--- config.mk ---
export PLATFORM = sky130hd
export DESIGN_NAME = pipe_stage_reg
export DESIGN_NICKNAME = d
export VERILOG_FILES = /design/src/rtl/pipe_pkg.sv /design/src/rtl/pipe_stall_counter.sv /design/src/rtl/pipe_stage_reg.sv
export SDC_FILE = /design/constraint.sdc
export NUM_CORES = 1
export LEC_CHECK = 0
export CORE_ASPECT_RATIO = 1.2
export CORE_MARGIN = 2
export CORE_UTILIZATION = 40
export DETAILED_ROUTE_END_ITERATION = 8
export PLACE_DENSITY = 0.79
export SLEW_MARGIN = 15
export SYNTH_ARGS = -nofsm -noshare
export SYNTH_HDL_FRONTEND = slang
export SYNTH_SLANG_ARGS = --single-unit
--- constraint.sdc ---
create_clock -name clk -period 2.15 [get_ports clk]
set_input_delay 0.3225 -clock clk [delete_from_list [all_inputs] [get_ports clk]]
set_output_delay 0.3225 -clock clk [all_outputs]
set_load 0.01 [all_outputs]
--- src/rtl/pipe_pkg.sv ---
// Shared types and constants for the MIPS pipeline stage registers.
// Holds the occupancy state enum, default bundle widths and control-bundle bit indices.
package pipe_pkg;

    typedef enum logic [1:0] {
        StEmpty = 2'd0,
        StOne   = 2'd1,
        StTwo   = 2'd2
    } pipe_state_e;

    localparam int unsigned CtrlWDefault = 16;
    localparam int unsigned DataWDefault = 128;
    localparam int unsigned CntWDefault  = 16;

    // Bit positions inside the control bundle, common to every stage boundary.
    localparam int unsigned CtrlRegWrite = 0;
    localparam int unsigned CtrlMemWrite = 1;
    localparam int unsigned CtrlMemRead  = 2;
    localparam int unsigned CtrlMemToReg = 3;
    localparam int unsigned CtrlBranch   = 4;
    localparam int unsigned CtrlAluSrc   = 5;
    localparam int unsigned CtrlRegDst   = 6;
    localparam int unsigned CtrlAluOpLsb = 7;
    localparam int unsigned CtrlAluOpMsb = 10;
    localparam int unsigned CtrlJump     = 11;

    function automatic logic holds_beat(pipe_state_e st);
        return st != StEmpty;
    endfunction

endpackage

--- src/rtl/pipe_stall_counter.sv ---
// Saturating up-counter with enable; counts back-pressure cycles of a pipeline stage.
// Cleared only by the asynchronous reset.
module pipe_stall_counter #(
    parameter int unsigned CNT_W = 16
) (
    input  logic             clk,
    input  logic             rst_n,
    input  logic             en,
    output logic [CNT_W-1:0] cnt
);

    localparam logic [CNT_W-1:0] CntOne = CNT_W'(1);
    localparam logic [CNT_W-1:0] CntMax = {CNT_W{1'b1}};

    logic [CNT_W-1:0] cnt_q, cnt_d;

    always_comb begin
        cnt_d = cnt_q;
        if (en && (cnt_q != CntMax)) begin
            cnt_d = cnt_q + CntOne;
        end
    end

    always_ff @(posedge clk or negedge rst_n) begin
        if (!rst_n) begin
            cnt_q <= '0;
        end else begin
            cnt_q <= cnt_d;
        end
    end

    assign cnt = cnt_q;

endmodule

--- src/rtl/pipe_stage_reg.sv ---
// Flow-controlled pipeline stage register with synchronous flush and a stall counter.
// Define PIPE_SKID_EN for the two-entry skid build with a registered in_ready.
module pipe_stage_reg
    import pipe_pkg::*;
#(
    parameter int unsigned CTRL_W = CtrlWDefault,
    parameter int unsigned DATA_W = DataWDefault,
    parameter int unsigned CNT_W  = CntWDefault
) (
    input  logic              clk,
    input  logic              rst_n,
    input  logic              flush,
    input  logic              in_valid,
    output logic              in_ready,
    input  logic [CTRL_W-1:0] in_ctrl,
    input  logic [DATA_W-1:0] in_data,
    output logic              out_valid,
    input  logic              out_ready,
    output logic [CTRL_W-1:0] out_ctrl,
    output logic [DATA_W-1:0] out_data,
    output logic [CNT_W-1:0]  stall_cnt
);

    pipe_state_e       state_q, state_d;
    logic [CTRL_W-1:0] main_ctrl_q, main_ctrl_d;
    logic [DATA_W-1:0] main_data_q, main_data_d;
    logic              in_xfer;
    logic              out_xfer;
    logic              stall_en;

    assign out_valid = holds_beat(state_q);
    assign out_ctrl  = main_ctrl_q;
    assign out_data  = main_data_q;
    assign out_xfer  = out_valid & out_ready;
    // Flush wins over accept: a beat offered alongside flush is dropped.
    assign in_xfer   = in_valid & in_ready & ~flush;
    assign stall_en  = out_valid & ~out_ready;

`ifdef PIPE_SKID_EN
    logic [CTRL_W-1:0] skid_ctrl_q, skid_ctrl_d;
    logic [DATA_W-1:0] skid_data_q, skid_data_d;
    logic              in_ready_q, in_ready_d;

    assign in_ready = in_ready_q;

    always_comb begin
        state_d     = state_q;
        main_ctrl_d = main_ctrl_q;
        main_data_d = main_data_q;
        skid_ctrl_d = skid_ctrl_q;
        skid_data_d = skid_data_q;

        unique case (state_q)
            StEmpty: begin
                if (in_xfer) begin
                    state_d     = StOne;
                    main_ctrl_d = in_ctrl;
                    main_data_d = in_data;
                end
            end
            StOne: begin
                if (in_xfer && out_xfer) begin
                    main_ctrl_d = in_ctrl;
                    main_data_d = in_data;
                end else if (in_xfer) begin
                    state_d     = StTwo;
                    skid_ctrl_d = in_ctrl;
                    skid_data_d = in_data;
                end else if (out_xfer) begin
                    state_d = StEmpty;
                end
            end
            StTwo: begin
                if (out_ready) begin
                    state_d     = StOne;
                    main_ctrl_d = skid_ctrl_q;
                    main_data_d = skid_data_q;
                end
            end
            default: state_d = StEmpty;
        endcase

        if (flush) begin
            state_d = StEmpty;
        end
        // Bubbles carry no control, so a stale bundle can never fire a write.
        if (state_d == StEmpty) begin
            main_ctrl_d = '0;
        end
        in_ready_d = (state_d != StTwo);
    end

    always_ff @(posedge clk or negedge rst_n) begin
        if (!rst_n) begin
            skid_ctrl_q <= '0;
            skid_data_q <= '0;
            in_ready_q  <= 1'b1;
        end else begin
            skid_ctrl_q <= skid_ctrl_d;
            skid_data_q <= skid_data_d;
            in_ready_q  <= in_ready_d;
        end
    end
`else
    assign in_ready = ~out_valid | out_ready;

    always_comb begin
        state_d     = state_q;
        main_ctrl_d = main_ctrl_q;
        main_data_d = main_data_q;

        unique case (state_q)
            StEmpty: begin
                if (in_xfer) begin
                    state_d     = StOne;
                    main_ctrl_d = in_ctrl;
                    main_data_d = in_data;
                end
            end
            StOne: begin
                // Accepting here implies out_ready, so the held beat leaves as the new one lands.
                if (in_xfer) begin
                    main_ctrl_d = in_ctrl;
                    main_data_d = in_data;
                end else if (out_xfer) begin
                    state_d = StEmpty;
                end
            end
            default: state_d = StEmpty;
        endcase

        if (flush) begin
            state_d = StEmpty;
        end
        if (state_d == StEmpty) begin
            main_ctrl_d = '0;
        end
    end
`endif

    always_ff @(posedge clk or negedge rst_n) begin
        if (!rst_n) begin
            state_q     <= StEmpty;
            main_ctrl_q <= '0;
            main_data_q <= '0;
        end else begin
            state_q     <= state_d;
            main_ctrl_q <= main_ctrl_d;
            main_data_q <= main_data_d;
        end
    end

    pipe_stall_counter #(
        .CNT_W (CNT_W)
    ) u_stall_counter (
        .clk   (clk),
        .rst_n (rst_n),
        .en    (stall_en),
        .cnt   (stall_cnt)
    );

endmodule
### After elaboration in Yosys (flattened, before gate mapping)

Cells that the tools add are included.

* add/subtract/negate cells: 1
* equality and inequality tests: 2
* mux-type cells: 8
* bitwise logic cells: 8
* reduce and logical (&&, ||, !) cells: 9

Operators by type and width (number)
* 2-to-1 mux 16 bit: 3
* adder 16 x 1 -> 16 bit (second input constant): 1
* inequality test 16 bit (second input constant): 1
* 2-to-1 mux 2 bit: 4
* nonzero test 2 bit: 3
* bitwise AND 1 bit: 4
* logical NOT 2 bit: 2
* one-hot mux 2 bit (2 select lines): 1
* AND reduction 2 bit: 2
* NOT 1 bit: 3
* equality test 2 x 1 -> 1 bit (second input constant): 1
* OR reduction 2 bit: 1
* logical AND 1 bit: 1
* bitwise OR 1 bit: 1

* bits in registers: 162
* input bits: 149
* output and inout port bits: 162
* logic and storage cells: 32

### Logic depth before layout (Yosys ltp)

* depth in word-level cells: 11
* gate-level depth with buffers: 7
* depth with buffers taken out: 6

### Hierarchy

From an unflattened synthesis, not the netlist that was laid out.

* cell total of the unflattened synthesis: 388
* area total of the unflattened synthesis: 6399.9 µm²

Modules (own cells, without submodules)
* pipe_stage_reg: times used 1, cells each 316, area an instance 5540.3 µm², seq. area each 3653.5 µm²
* pipe_stall_counter: times used 1, cells each 72, area an instance 859.6 µm², seq. area each 400.4 µm²

### Least setup slack after synthesis

Ideal clock, no wire load.

* path kind: register -> register
* start: reg state_q[1]
* end: reg main_data_q[100], in the netlist out_data[100]
* setup time: 127 ps
* arrival: 1771 ps
* required time: 2023 ps
* slack: 251 ps
* stages on the path, launching flop included: 8
* buffers on the path: 3
* clock period less this slack: 1899 ps
* cell sequence: dfrtp_1 -> or2_1 -> nor2b_4 -> nor4b_2 -> buf_4 -> buf_6 -> buf_8 -> mux2_1

* longest elaborated chain between the ends: 6
* elaborated cells on any way between the ends: 9
* those cells by class: 1 x eq/ne; 4 x bitwise; 4 x reduce/logical

Ends and longest elaborated chain
* start: declaration: line pipe_stage_reg.sv:24 `pipe_state_e state_q, state_d;`
* start signal: assignment: line pipe_stage_reg.sv:143 `state_q <= StEmpty;`
* start signal: assignment: line pipe_stage_reg.sv:147 `state_q <= state_d;`
* nonzero test 2 bit: line pipe_pkg.sv:28 `return st != StEmpty;`
* via out_valid: line pipe_stage_reg.sv:17 `output logic out_valid,`
* NOT 1 bit: line pipe_stage_reg.sv:105 `assign in_ready = ~out_valid | out_ready;`
* bitwise OR 1 bit: line pipe_stage_reg.sv:105
* bitwise AND 1 bit (2 in a row): line pipe_stage_reg.sv:36 `assign in_xfer = in_valid & in_ready & ~flush;`
* AND reduction 2 bit (no line)
* end signal: assignment: line pipe_stage_reg.sv:149 `main_data_q <= main_data_d;`
* end: declaration: line pipe_stage_reg.sv:26 `logic [DATA_W-1:0] main_data_q, main_data_d;`

The timed path passes the listed nets, and every way through them passes these cells.
A chain may end at the register's enable or synchronous reset.

### Worst setup path after layout

* start: reg state_q[0]
* end: reg main_data_q[47], in the netlist out_data[47]

* longest elaborated chain between the ends: 6
* elaborated cells on any way between the ends: 9
* those cells by class: 1 x eq/ne; 4 x bitwise; 4 x reduce/logical

Ends and longest elaborated chain (line)
* nonzero test 2 bit: pipe_pkg.sv:28
* NOT 1 bit: pipe_stage_reg.sv:105
* bitwise OR 1 bit: pipe_stage_reg.sv:105
* bitwise AND 1 bit (2 in a row): pipe_stage_reg.sv:36
* AND reduction 2 bit (no line) (*)

Every way passes the cells marked *; elsewhere a longest branch is shown, timed or not.

==> results <==
- The flow ran to the end, and the final reports show no timing, DRC or antenna violations.
- The DRC violation count after routing is 0.
- The final max-slew violation count came to 0.
- The post-route antenna net violation count is 0.
- The number of global-route vias before repair came to ~5000.
- The yosys synthesis warning count is 0.
- After layout, the design draws a total of 9.54 mW.
- The final number of hold-violating endpoints is 0.
- The power density over cell area is 931 nW/µm².
- In the synthesized netlist the dominant register cell turns out to be dfrtp_1.
- The share of the clock period used by the worst path is 0.919.
- For the worst-skew pair, the clock arrives at the later sink with an insertion delay of 0.41 ns.
- The depth of the CTS H-tree is 4.
- The number of core rows is a little under 50.
- For the final database, setup skew stands at ~0.006 ns.
- The first global-routing pass estimated 27.6 mm of wire.
- The endpoint of the most critical register-to-register path is out_data[47].
- The pin count of the biggest net entering global routing is 55.
- Dividing the detail-routed via count by the number of cells gives between 4 and 5.
- Clock-pin slew was measured on the worst setup and hold paths at about 0.060 ns.
- In the final routed layout, each cell accounts on average for roughly 18 µm.
- The initial antenna violation count is 0.
- The leading cell type by number of instances after synthesis is dfrtp_1.
- The x dimension of the die is 118 µm.
- In the final timing run, aggregate negative setup slack is 0 ns.
- The aggregate global routing overflow is 0.
- The netlist uses 32 different library cells.
- Counting flops with an async set or reset pin after synthesis yields a share of 1.00.
- Yosys mapped a number of flops with a built-in enable equal to 0.
- The cell chosen for the clock root is clkbuf_16.
- The setup check on the worst reg-to-reg path leaves a slack of between 0.15 and 0.2 ns.
- The required time of the critical path is 2.45 ns.
- In this run the most used layer during global routing was met2.
- Across the VDD grid, the largest voltage drop is 0.000525 V.
- The share of layout cells above drive strength 1 is 0.220.
- The share of synthesized area in the top cell type comes to 0.654.
- Along the worst path, the maximum fanout reaches 29.
- The number of antenna cells inserted is 0.
- For met1 alone, demand over resource in global routing was 0.232.
- The met3 usage is 0.0790.
- The growth of design area from synthesis to finish is 65.3%.
- In this run the tool buffered the top-level ports with 310 buffer cells.
- The capturing element type of the critical path is a flop.
- The maximum buffer depth of the clock tree is 2.
- The gate count after technology mapping is between 300 and 400.
- The net count of the finished layout is between 800 and 900.
- The floorplan step defined a die boundary enclosing ~17000 µm².
- After synthesis the cells add up to approximately 6200 µm².
- The first-iteration detailed-routing DRC count is between 150 and 200.
- The non-filler instance count after layout is ~940.
- The tightest min-delay check is of the in -> async type.
- Routability-driven placement finished with a final weighted congestion of 0.803.
- A synthesized cell averages roughly 16 µm².
- The number of nets handed over by synthesis was 530.
- Counting I/O delays and the setup requirement, the final critical path takes 1.98 ns.
- The commonest cells after synthesis are dfrtp_1, mux2_2, mux2_1, a22o_1, buf_4.
- The starting density of the core is 0.411.
- For met2 alone, demand over resource in global routing was 0.382.
- The core utilization of the finished layout is 0.679.
- The die is between 100 and 150 µm tall.
- Before antenna repair, the detailed router went through 4 iterations.
- Across the run, the number of max-cap violations was 0.
- The critical path in this run is classified as reg -> reg.
- The I/O pin total is around 310.
- The type of origin of the critical path is a flop.
- Setup violations remaining at the end of the flow were counted as 0.
- The total routing usage reported by global routing is 0.216.
- After synthesis the netlist holds a flip-flop and latch count of 162.
- The static leakage is between 4 and 5 nW.
- For the worst flop-to-flop path, the logic depth is 6.
- For this run, the top clock speed supported by timing is approximately 510 MHz.
- The post-detailed-routing wire length is about 17 mm.
- The number of placed instances, taps included, is between 900 and 1000.
- For this design, the sink count on the clock tree is 162.
- In this run the standard cell core region covers ~15000 µm².
- TritonCTS built the clock tree.
- Setup repair after global routing left no endpoint under its margin.
- The dominant cell type by area after synthesis is dfrtp_1.
- The slew at the pin with the worst max-slew slack is 0.513 ns.
- The total number of vias is 4547.
- The worst register-to-register path begins at state_q[0].
- For this run, the register share of the synthesized area comes to 0.654.
- The total half-perimeter wirelength after legalization and detailed placement is 13.5 mm.
- The post-route worst hold slack is roughly 0.44 ns.
- The worst-case headroom to the max-slew limit is 0.658.
- Post-CTS timing repair inserted 0 buffers for setup.
- The number of buffers added by the clock tree synthesis step is 17.
- Ranked by total cell area, the synthesized netlist is headed by dfrtp_1, mux2_2, mux2_1.
- For the worst setup path, the data arrival time is around 2.3 ns.
[worst max-delay path by stage]
stage	to	slack (ns)	startpoint
floorplan	out_data[100]	0.25	state_q[1]
global placement	out_data[64]	0.07	out_ready
detailed placement	out_data[96]	0.06	out_ready
CTS	out_data[47]	0.16	state_q[0]
global route	out_data[47]	0.1	state_q[0]
finish	out_data[47]	0.17	state_q[0]
[power breakdown]
group / internal, mW / total (mW) / leakage (nW) / switching, mW
registers: 3.65 / 4.03 / 1.98 / 0.381
clock network: 1.65 / 2.85 / 0.264 / 1.20
logic: 1.70 / 2.65 / 2.05 / 0.957
[repair_timing]
action | CTS | global route
hold buffers | 1 | 0
gates resized for setup | 1 | 0
hold endpoints to repair | 48 | 0
setup endpoints to repair | 1 | 0
[flip-flops by register name, indices dropped and copies added (netlist names)]
register,cells
out_data,128
out_ctrl,16
u_stall_counter.cnt,16
state_q,2
[through the flow]
step | worst slack, ns | cell area (µm²)
floorplan | 0.251 | 6200
global placement | 0.0692 | 9670
detailed placement | 0.0596 | 9670
CTS | 0.163 | 10200
global route | 0.0979 | 10200
finish | 0.174 | 10200
[placed cells by master (no fill, tap or decap), drive strengths merged, types with 2 or more instances in the layout]
master,synthesis,routed
a22o,16,16
and3,2,2
buf,16,26
clkbuf,1,20
clkdlybuf4s50,0,308
clkinv,0,5
clkinvlp,0,5
dfrtp,162,162
inv,1,2
mux2,130,130
nand2,3,3
nand3,5,5
nand4,5,5
nor2,5,5
nor3,5,5
nor4,3,3
nor4b,3,3
or2,2,2
or3,2,2
xnor2,4,4
xor2,8,8
[per-layer routing]
layer | part of all wire | vias to the layer above | wire (µm)
li1 | - | 2040 | -
met1 | 0.37 | 2238 | 6390
met2 | 0.52 | 234 | 9010
met3 | 0.081 | 35 | 1400
met4 | 0.028 | 0 | 489
met5 | 0 | - | 0
[worst max-delay path, cell delays in order, from the launching register on]
cell     delay, ns
dfrtp_1       0.38
or2_1         0.27
nor2b_4       0.16
nor4b_4       0.23
buf_4         0.24
buf_12        0.21
mux2_2        0.36
[final cells by class]
cell class	instances	area [µm²]
Multi-Input combinational cell	200	2000
Inverter	1	3.75
Fill cell	1095	4840
Clock inverter	12	109
Tap cell	204	255
Timing Repair Buffer	336	3360
Sequential cell	162	4050
Clock buffer	20	457
[kinds of logic (layout without fill, tap and decap cells)]
kind of cell,Yosys count,after routing,synth area share
other,1,1,0.000605
muxes,130,130,0.236
buffers and inverters,18,369,0.0254
and+or+nand+nor,37,37,0.0388
adders and majority gates,1,1,0.00202
AOI/OAI and AO/OA,19,19,0.0258
DFF,162,162,0.654
xor gates and xnor gates,12,12,0.0170
Power figures use the tool's default switching activity.
